**config.mk**
```make
export PLATFORM = sky130hd
export DESIGN_NAME = ctrl_soma_matriz_flat
export DESIGN_NICKNAME = d
export VERILOG_FILES = /design/src/rtl/ctrl_soma_matriz_if.sv /design/src/rtl/ctrl_soma_matriz.sv /design/src/flat_wrapper.sv
export SDC_FILE = /design/constraint.sdc
export NUM_CORES = 2
export LEC_CHECK = 0
export ABC_AREA = 1
export BUFFER_PORTS_ARGS = -buffer_cell sky130_fd_sc_hd__clkbuf_2
export CAP_MARGIN = 20
export CORE_MARGIN = 5
export CORE_UTILIZATION = 49
export DETAILED_ROUTE_END_ITERATION = 8
export GPL_TIMING_DRIVEN = 1
export PLACE_DENSITY = 0.76
export SKIP_CTS_REPAIR_TIMING = 1
export SLEW_MARGIN = 5
export SYNTH_ARGS = -nofsm -noshare
export SYNTH_HDL_FRONTEND = slang
export SYNTH_SLANG_ARGS = --single-unit
```
**constraint.sdc**
```tcl
create_clock -name clk -period 19.3 [get_ports clk]
set_clock_uncertainty 0.2 [all_clocks]
set_input_delay 0.965 -clock clk [delete_from_list [all_inputs] [get_ports clk]]
set_output_delay 0.965 -clock clk [all_outputs]
set_load 0.02 [all_outputs]
```
**src/rtl/ctrl_soma_matriz_if.sv**
```systemverilog
// ============================================================================
// ctrl_soma_matriz_if
// Start/done handshake, memory bus and adder operand bundle for the matrix
// adder sequencer. MATSUM_OVF_FLAG_EN adds the ovf flag.
// Revision: 1.0
// ============================================================================
`default_nettype none

interface ctrl_soma_matriz_if #(
    parameter int ELEM_W = 8,
    parameter int N_ELEM = 25,
    parameter int ADDR_W = 8
);
    logic                       start;
    logic [ADDR_W-1:0]          base_a;
    logic [ADDR_W-1:0]          base_b;
    logic [ADDR_W-1:0]          base_r;
    logic                       busy;
    logic                       done;
    logic [ADDR_W-1:0]          mem_addr;
    logic                       mem_rd;
    logic [ELEM_W-1:0]          mem_rdata;
    logic                       mem_wr;
    logic [ELEM_W-1:0]          mem_wdata;
    logic [N_ELEM*ELEM_W-1:0]   mat_a;
    logic [N_ELEM*ELEM_W-1:0]   mat_b;
    logic [N_ELEM*ELEM_W-1:0]   mat_res;
`ifdef MATSUM_OVF_FLAG_EN
    logic                       ovf;
`endif

    modport master (
        input  start, base_a, base_b, base_r, mem_rdata, mat_res,
        output busy, done, mem_addr, mem_rd, mem_wr, mem_wdata, mat_a, mat_b
`ifdef MATSUM_OVF_FLAG_EN
        , output ovf
`endif
    );

    modport slave (
        output start, base_a, base_b, base_r, mem_rdata, mat_res,
        input  busy, done, mem_addr, mem_rd, mem_wr, mem_wdata, mat_a, mat_b
`ifdef MATSUM_OVF_FLAG_EN
        , input ovf
`endif
    );
endinterface

`default_nettype wire

```
**src/rtl/ctrl_soma_matriz.sv**
```systemverilog
// ============================================================================
// ctrl_soma_matriz
// Sequencer for the 5x5 element-wise matrix adder: loads A and B from memory,
// captures the adder result and writes it back. Optional macro
// MATSUM_OVF_FLAG_EN adds a sticky unsigned-carry flag (ovf).
// Revision: 1.0
// ============================================================================
`default_nettype none

module ctrl_soma_matriz #(
    parameter int ELEM_W = 8,
    parameter int N_ELEM = 25,
    parameter int ADDR_W = 8
) (
    input  wire logic            clk,
    input  wire logic            reset,
    ctrl_soma_matriz_if.master   bus
);
    localparam int IDX_W = $clog2(N_ELEM);

    typedef enum logic [2:0] {
        S_IDLE   = 3'd0,
        S_LOAD_A = 3'd1,
        S_LOAD_B = 3'd2,
        S_EXEC   = 3'd3,
        S_STORE  = 3'd4,
        S_DONE   = 3'd5
    } state_t;

    state_t                     r_state;
    logic [ADDR_W-1:0]          r_base_a;
    logic [ADDR_W-1:0]          r_base_b;
    logic [ADDR_W-1:0]          r_base_r;
    logic [ADDR_W-1:0]          r_mem_addr;
    logic [IDX_W-1:0]           r_idx;
    logic [IDX_W-1:0]           r_rd_idx;
    logic                       r_rd_pend;
    logic                       r_rd_b;
    logic                       r_wphase;
    logic                       r_busy;
    logic                       r_done;
    logic                       r_mem_rd;
    logic                       r_mem_wr;
    logic [ELEM_W-1:0]          r_mem_wdata;
    logic [N_ELEM*ELEM_W-1:0]   r_mat_a;
    logic [N_ELEM*ELEM_W-1:0]   r_mat_b;
    logic [N_ELEM*ELEM_W-1:0]   r_res;

    logic [IDX_W-1:0]           w_idx_next;
    logic [ADDR_W-1:0]          w_off_next;
    logic                       w_last;

    assign w_idx_next = r_idx + IDX_W'(1);
    assign w_off_next = ADDR_W'(w_idx_next);
    assign w_last     = (r_idx == IDX_W'(N_ELEM - 1));

`ifdef MATSUM_OVF_FLAG_EN
    logic r_ovf;
    logic w_carry;

    always_comb begin
        w_carry = 1'b0;
        for (int k = 0; k < N_ELEM; k++) begin
            if (bus.mat_res[k*ELEM_W +: ELEM_W] < r_mat_a[k*ELEM_W +: ELEM_W])
                w_carry = 1'b1;
        end
    end

    assign bus.ovf = r_ovf;
`endif

    always_ff @(posedge clk or posedge reset) begin
        if (reset) begin
            r_state     <= S_IDLE;
            r_base_a    <= '0;
            r_base_b    <= '0;
            r_base_r    <= '0;
            r_mem_addr  <= '0;
            r_idx       <= '0;
            r_rd_idx    <= '0;
            r_rd_pend   <= 1'b0;
            r_rd_b      <= 1'b0;
            r_wphase    <= 1'b0;
            r_busy      <= 1'b0;
            r_done      <= 1'b0;
            r_mem_rd    <= 1'b0;
            r_mem_wr    <= 1'b0;
            r_mem_wdata <= '0;
            r_mat_a     <= '0;
            r_mat_b     <= '0;
            r_res       <= '0;
`ifdef MATSUM_OVF_FLAG_EN
            r_ovf       <= 1'b0;
`endif
        end else begin
            // Read data arrives one cycle after the strobe; remember where it goes.
            r_rd_pend <= r_mem_rd;
            r_rd_idx  <= r_idx;
            r_rd_b    <= (r_state == S_LOAD_B);
            if (r_rd_pend) begin
                if (r_rd_b)
                    r_mat_b[r_rd_idx*ELEM_W +: ELEM_W] <= bus.mem_rdata;
                else
                    r_mat_a[r_rd_idx*ELEM_W +: ELEM_W] <= bus.mem_rdata;
            end

            case (r_state)
                S_IDLE: begin
                    if (bus.start) begin
                        r_base_a   <= bus.base_a;
                        r_base_b   <= bus.base_b;
                        r_base_r   <= bus.base_r;
                        r_idx      <= '0;
                        r_busy     <= 1'b1;
                        r_mem_rd   <= 1'b1;
                        r_mem_addr <= bus.base_a;
                        r_state    <= S_LOAD_A;
`ifdef MATSUM_OVF_FLAG_EN
                        r_ovf      <= 1'b0;
`endif
                    end
                end
                S_LOAD_A: begin
                    if (w_last) begin
                        r_idx      <= '0;
                        r_mem_addr <= r_base_b;
                        r_state    <= S_LOAD_B;
                    end else begin
                        r_idx      <= w_idx_next;
                        r_mem_addr <= r_base_a + w_off_next;
                    end
                end
                S_LOAD_B: begin
                    if (w_last) begin
                        r_idx    <= '0;
                        r_mem_rd <= 1'b0;
                        r_state  <= S_EXEC;
                    end else begin
                        r_idx      <= w_idx_next;
                        r_mem_addr <= r_base_b + w_off_next;
                    end
                end
                S_EXEC: begin
                    r_wphase <= 1'b0;
                    r_state  <= S_STORE;
                end
                S_STORE: begin
                    if (!r_wphase) begin
                        // Operands are complete now; freeze the sum before writing.
                        r_res       <= bus.mat_res;
                        r_mem_wr    <= 1'b1;
                        r_mem_addr  <= r_base_r;
                        r_mem_wdata <= bus.mat_res[ELEM_W-1:0];
                        r_idx       <= '0;
                        r_wphase    <= 1'b1;
`ifdef MATSUM_OVF_FLAG_EN
                        r_ovf       <= r_ovf | w_carry;
`endif
                    end else if (w_last) begin
                        r_mem_wr <= 1'b0;
                        r_busy   <= 1'b0;
                        r_done   <= 1'b1;
                        r_state  <= S_DONE;
                    end else begin
                        r_idx       <= w_idx_next;
                        r_mem_addr  <= r_base_r + w_off_next;
                        r_mem_wdata <= r_res[w_idx_next*ELEM_W +: ELEM_W];
                    end
                end
                S_DONE: begin
                    r_done  <= 1'b0;
                    r_state <= S_IDLE;
                end
                default: r_state <= S_IDLE;
            endcase
        end
    end

    assign bus.busy      = r_busy;
    assign bus.done      = r_done;
    assign bus.mem_addr  = r_mem_addr;
    assign bus.mem_rd    = r_mem_rd;
    assign bus.mem_wr    = r_mem_wr;
    assign bus.mem_wdata = r_mem_wdata;
    assign bus.mat_a     = r_mat_a;
    assign bus.mat_b     = r_mat_b;

endmodule

`default_nettype wire

```
**src/flat_wrapper.sv**
```systemverilog
// flat-port wrapper written by rule: the top's interface ports become plain ports
module ctrl_soma_matriz_flat 
#(
    parameter int ELEM_W = 8,
    parameter int N_ELEM = 25,
    parameter int ADDR_W = 8
)
  (clk, reset, bus_start, bus_base_a, bus_base_b, bus_base_r, bus_mem_rdata, bus_mat_res, bus_busy, bus_done, bus_mem_addr, bus_mem_rd, bus_mem_wr, bus_mem_wdata, bus_mat_a, bus_mat_b);
  ctrl_soma_matriz_if #(.ELEM_W(ELEM_W), .N_ELEM(N_ELEM), .ADDR_W(ADDR_W)) bus_i ();
  input  wire logic clk;
  input  wire logic reset;
  input wire logic [$bits(bus_i.start)-1:0] bus_start;
  input wire logic [$bits(bus_i.base_a)-1:0] bus_base_a;
  input wire logic [$bits(bus_i.base_b)-1:0] bus_base_b;
  input wire logic [$bits(bus_i.base_r)-1:0] bus_base_r;
  input wire logic [$bits(bus_i.mem_rdata)-1:0] bus_mem_rdata;
  input wire logic [$bits(bus_i.mat_res)-1:0] bus_mat_res;
  output wire logic [$bits(bus_i.busy)-1:0] bus_busy;
  output wire logic [$bits(bus_i.done)-1:0] bus_done;
  output wire logic [$bits(bus_i.mem_addr)-1:0] bus_mem_addr;
  output wire logic [$bits(bus_i.mem_rd)-1:0] bus_mem_rd;
  output wire logic [$bits(bus_i.mem_wr)-1:0] bus_mem_wr;
  output wire logic [$bits(bus_i.mem_wdata)-1:0] bus_mem_wdata;
  output wire logic [$bits(bus_i.mat_a)-1:0] bus_mat_a;
  output wire logic [$bits(bus_i.mat_b)-1:0] bus_mat_b;
  assign bus_i.start = bus_start;
  assign bus_i.base_a = bus_base_a;
  assign bus_i.base_b = bus_base_b;
  assign bus_i.base_r = bus_base_r;
  assign bus_i.mem_rdata = bus_mem_rdata;
  assign bus_i.mat_res = bus_mat_res;
  assign bus_busy = bus_i.busy;
  assign bus_done = bus_i.done;
  assign bus_mem_addr = bus_i.mem_addr;
  assign bus_mem_rd = bus_i.mem_rd;
  assign bus_mem_wr = bus_i.mem_wr;
  assign bus_mem_wdata = bus_i.mem_wdata;
  assign bus_mat_a = bus_i.mat_a;
  assign bus_mat_b = bus_i.mat_b;
  ctrl_soma_matriz #(.ELEM_W(ELEM_W), .N_ELEM(N_ELEM), .ADDR_W(ADDR_W)) u_core (.clk(clk), .reset(reset), .bus(bus_i));
endmodule
```
==> impl_metrics.py <==
metrics = {
    "run_status": {
        "outcome": "completed",
    },
    "synth": {
        "ys_seq_area_share_pct": 55.7,
        "synthArstFlopShare_pct": 100,
        "synth.avg_cell_area_um2": 8.36,
        "synth_warnings": 0,
        "syn_nets": 3805,
        "synth_flop_cell": "dfrtp_1",
        "synthTopCellsByArea": "dfrtp_1 (56%), nand2_1 (16%), nand3_1 (4.9%)",
        "synth_edf_count": 0,
        "syn_area_mm2": 0.0297,
        "yosysTopAreaCell": "dfrtp_1",
        "ys_ff_latch": 660,
        "postSynthCellCount": 3548,
        "synth_top_cell_area_share_pct": 55.7,
        "yosys.cell_types.count": 39,
    },
    "worst_setup_path": {
        "worstPathMaxFanout": 24,
        "endpoint_kind": "flop",
        "start_kind": "flop",
        "worstPathCellList": "inv_1, ha_1, inv_1, nand2_1, inv_1, nand2_2, nor3_4, nand2_1, nand2_1, nand2_1",
        "max_stage_delay_ns": 0.78,
        "crit_required_ns": 19.59,
        "cp.arrival_ns": 4.88,
        "cpMostUsedCell": "nand2_1",
        "cp_top_family": "simple AND/OR/NAND/NOR gates",
        "cp.buffers_inverters": 3,
        "crit_slowest_cell": "ha_1",
        "criticalPathCategory": "flop to flop",
    },
    "cells_and_area": {
        "area_delta_synth_final_pct": 20.4,
        "nNetsFinal": 4356,
        "fillers": 5323,
        "final_area_mm2": 0.0357,
        "drive_above_1_share_pct": 21.2,
        "mostFrequentLayoutCells": "nand2_1 (1269), dfrtp_1 (659), clkbuf_2 (654), nand3_1 (291), o21ai_0 (285)",
        "final_common_cell": "nand2_1",
    },
    "floorplan": {
        "fp.dieH_um": 256,
        "fp.dieArea_mm2": 0.0655,
        "start_util_pct": 49.3,
        "core_mm2": 0.0601,
        "core.rowCount": 90,
        "io_pins": 655,
        "die_x_um": 256,
    },
    "global_routing": {
        "grtUsageTotal_pct": 30.5,
        "first_global_vias": 26000,
        "grt_antenna_before_repair": 9,
        "grt_max_degree": 299,
        "grt-ovfl-total": 0,
        "grt_first_pass_wirelength_mm": 157,
    },
    "timing": {
        "rsz0062_at_grt": "false",
        "drv_slew": 0,
        "setup-violations-final": 0,
        "slew_headroom_pct": 29.3,
        "final_hold_viol_count": 0,
        "max_freq_mhz": 218,
        "fin_crit_sh_pct": 23.8,
        "fin_setup_tns_ns": 0,
        "worst_pin_slew_ns": 1.06,
        "period_needed_ns": 4.59,
    },
    "pwr": {
        "vdd_drop_max_uv": 117,
        "cellPowerDensity_mw_per_mm2": 164,
        "cellLeakagePower_nw": 17.9,
    },
    "route": {
        "dr_total_vias": 27400,
        "wl_per_cell_um": 20.8,
        "ant_nets": 0,
        "wirelength_mm": 103,
        "drc_errors": 0,
        "drtPass1Iterations": 5,
        "vias_per_cell": 5.54,
        "drt_iter0_markers": 2905,
    },
    "clock_tree": {
        "clk_pin_slew_ns": 0.06,
        "htreeDepth": 3,
        "clk_latency_ns": 0.61,
        "cts_root_buf": "clkbuf_16",
        "cts_buffers": 71,
        "clock_path_buffers": 3,
        "cts_tree": "built",
        "cts.sinks": 660,
    },
    "place": {
        "place_congestion": 0.913,
        "portBuffers": 654,
        "hpwl_mm": 74.9,
        "dpl_cell_area_mm2": 0.0333,
    },
    "worst_hold_path": {
        "worstHoldPathType": "primary input to asynchronous set/reset pin",
    },
    "run": {
        "max_cap_viol_count": 0,
    },
}
## power breakdown
group | switching, mW | leakage, nW | internal (mW)
combinational | 1.77 | 9.89 | 0.655
clock | 0.574 | 1.14 | 0.793
sequential | 0.247 | 6.89 | 1.80
## synthesized netlist by cell type (3+ instances only)
cell / instances
nand2_1: 1269
dfrtp_1: 660
nand3_1: 291
o21ai_0: 285
inv_1: 277
nand4_1: 170
clkbuf_1: 129
o21ai_1: 94
nor2_1: 91
buf_2: 62
a21oi_1: 49
o211ai_1: 26
ha_1: 19
nand3_2: 19
nor3_1: 15
or2_2: 15
nor2_4: 8
mux2_2: 7
nor2_2: 7
nor4_2: 7
buf_1: 5
buf_4: 5
inv_2: 5
nand2_2: 5
nor3_4: 5
fa_1: 3
nand3_4: 3
xnor2_1: 3
## worst register-to-register path, stage by stage (launching register included)
cell	delay, ns
dfrtp_1	0.71
inv_1	0.52
ha_1	0.78
inv_1	0.34
nand2_1	0.15
inv_1	0.44
nand2_2	0.23
nor3_4	0.51
nand2_1	0.40
nand2_1	0.15
nand2_1	0.06
## layer usage
layer,routed length (um),track usage [%]
met4,6330,17.2
met5,0,0
met1,40200,39.7
met3,8940,7.22
met2,47500,47.4
## cells by family (layout without fill, tap and decap cells)
family | after synthesis | in the layout | share of synthesized area, %
AO/OA/AOI/OAI | 460 | 460 | 8.02
XOR/XNOR | 6 | 6 | 0.241
adder cells (fa/ha/maj) | 22 | 22 | 1.00
buffers and inverters | 485 | 1090 | 6.47
flip-flops | 660 | 660 | 55.7
multiplexers | 7 | 7 | 0.266
other | 0 | 9 | 0
AND/OR/NAND/NOR | 1908 | 1908 | 28.3
## state kept, by name, indices dropped and copies added (netlist names), 3 cells and up
register and flops:
u_core.bus.mat_a 200, u_core.bus.mat_b 200, u_core.bus.mem_addr 8, u_core.bus.mem_wdata 8
u_core.r_base_a 8, u_core.r_base_b 8, u_core.r_base_r 8, u_core.r_idx 5
u_core.r_rd_idx 5, u_core.r_res 200, u_core.r_state 3
## path summary, 6_finish.rpt
| path | from | endpoint | slack (ns) | cells after the start |
|---|---|---|---|---|
| max | u_core.r_rd_idx[0]$_DFF_PP0_ | u_core.bus.mat_a[32]$_DFFE_PP0P_ | 14.71 | 10 |
| min | reset | u_core.r_res[122]$_DFFE_PP0P_ | 0.16 | 2 |
| max reg2reg | u_core.r_rd_idx[0]$_DFF_PP0_ | u_core.bus.mat_a[32]$_DFFE_PP0P_ | 14.71 | 10 |
| min reg2reg | u_core.r_res[75]$_DFFE_PP0P_ | u_core.r_res[75]$_DFFE_PP0P_ | 0.27 | 2 |
| max in group asynchronous | reset | u_core.r_res[185]$_DFFE_PP0P_ | 16.57 | 4 |
| min in group clk | u_core.r_res[75]$_DFFE_PP0P_ | u_core.r_res[75]$_DFFE_PP0P_ | 0.27 | 2 |
## metrics by stage
step | utilization [%] | power [mW] | std cells | worst slack [ns] | hold WS, ns
6_report | 59.4 | 5.84 | 4944 | 14.71 | 0.156
3_5_place_dp | 55.4 | 4.45 | 4806 | 14.83 | 0.253
2_1_floorplan | - | 3.69 | 3548 | 9.11 | 0.152
3_3_place_gp | 55.4 | 4.40 | 4806 | 14.82 | 0.250
5_1_grt | 59.4 | 6.20 | 4944 | 14.28 | 0.164
4_1_cts | 59.3 | 5.83 | 4933 | 14.79 | 0.130
## cell type report
cell class / count / area [um^2] / area share [%]
clock buffer: 97 / 1980 / 5.56
sequential: 660 / 16500 / 46.3
tap: 782 / 978 / 2.74
antenna: 9 / 22.5 / 0.0631
timing repair buffer: 679 / 3540 / 9.91
multi-input combinational: 2403 / 11300 / 31.5
inverter: 284 / 1070 / 3.01
clock inverter: 30 / 339 / 0.950
Note: power is estimated with default switching activity, not from simulation.
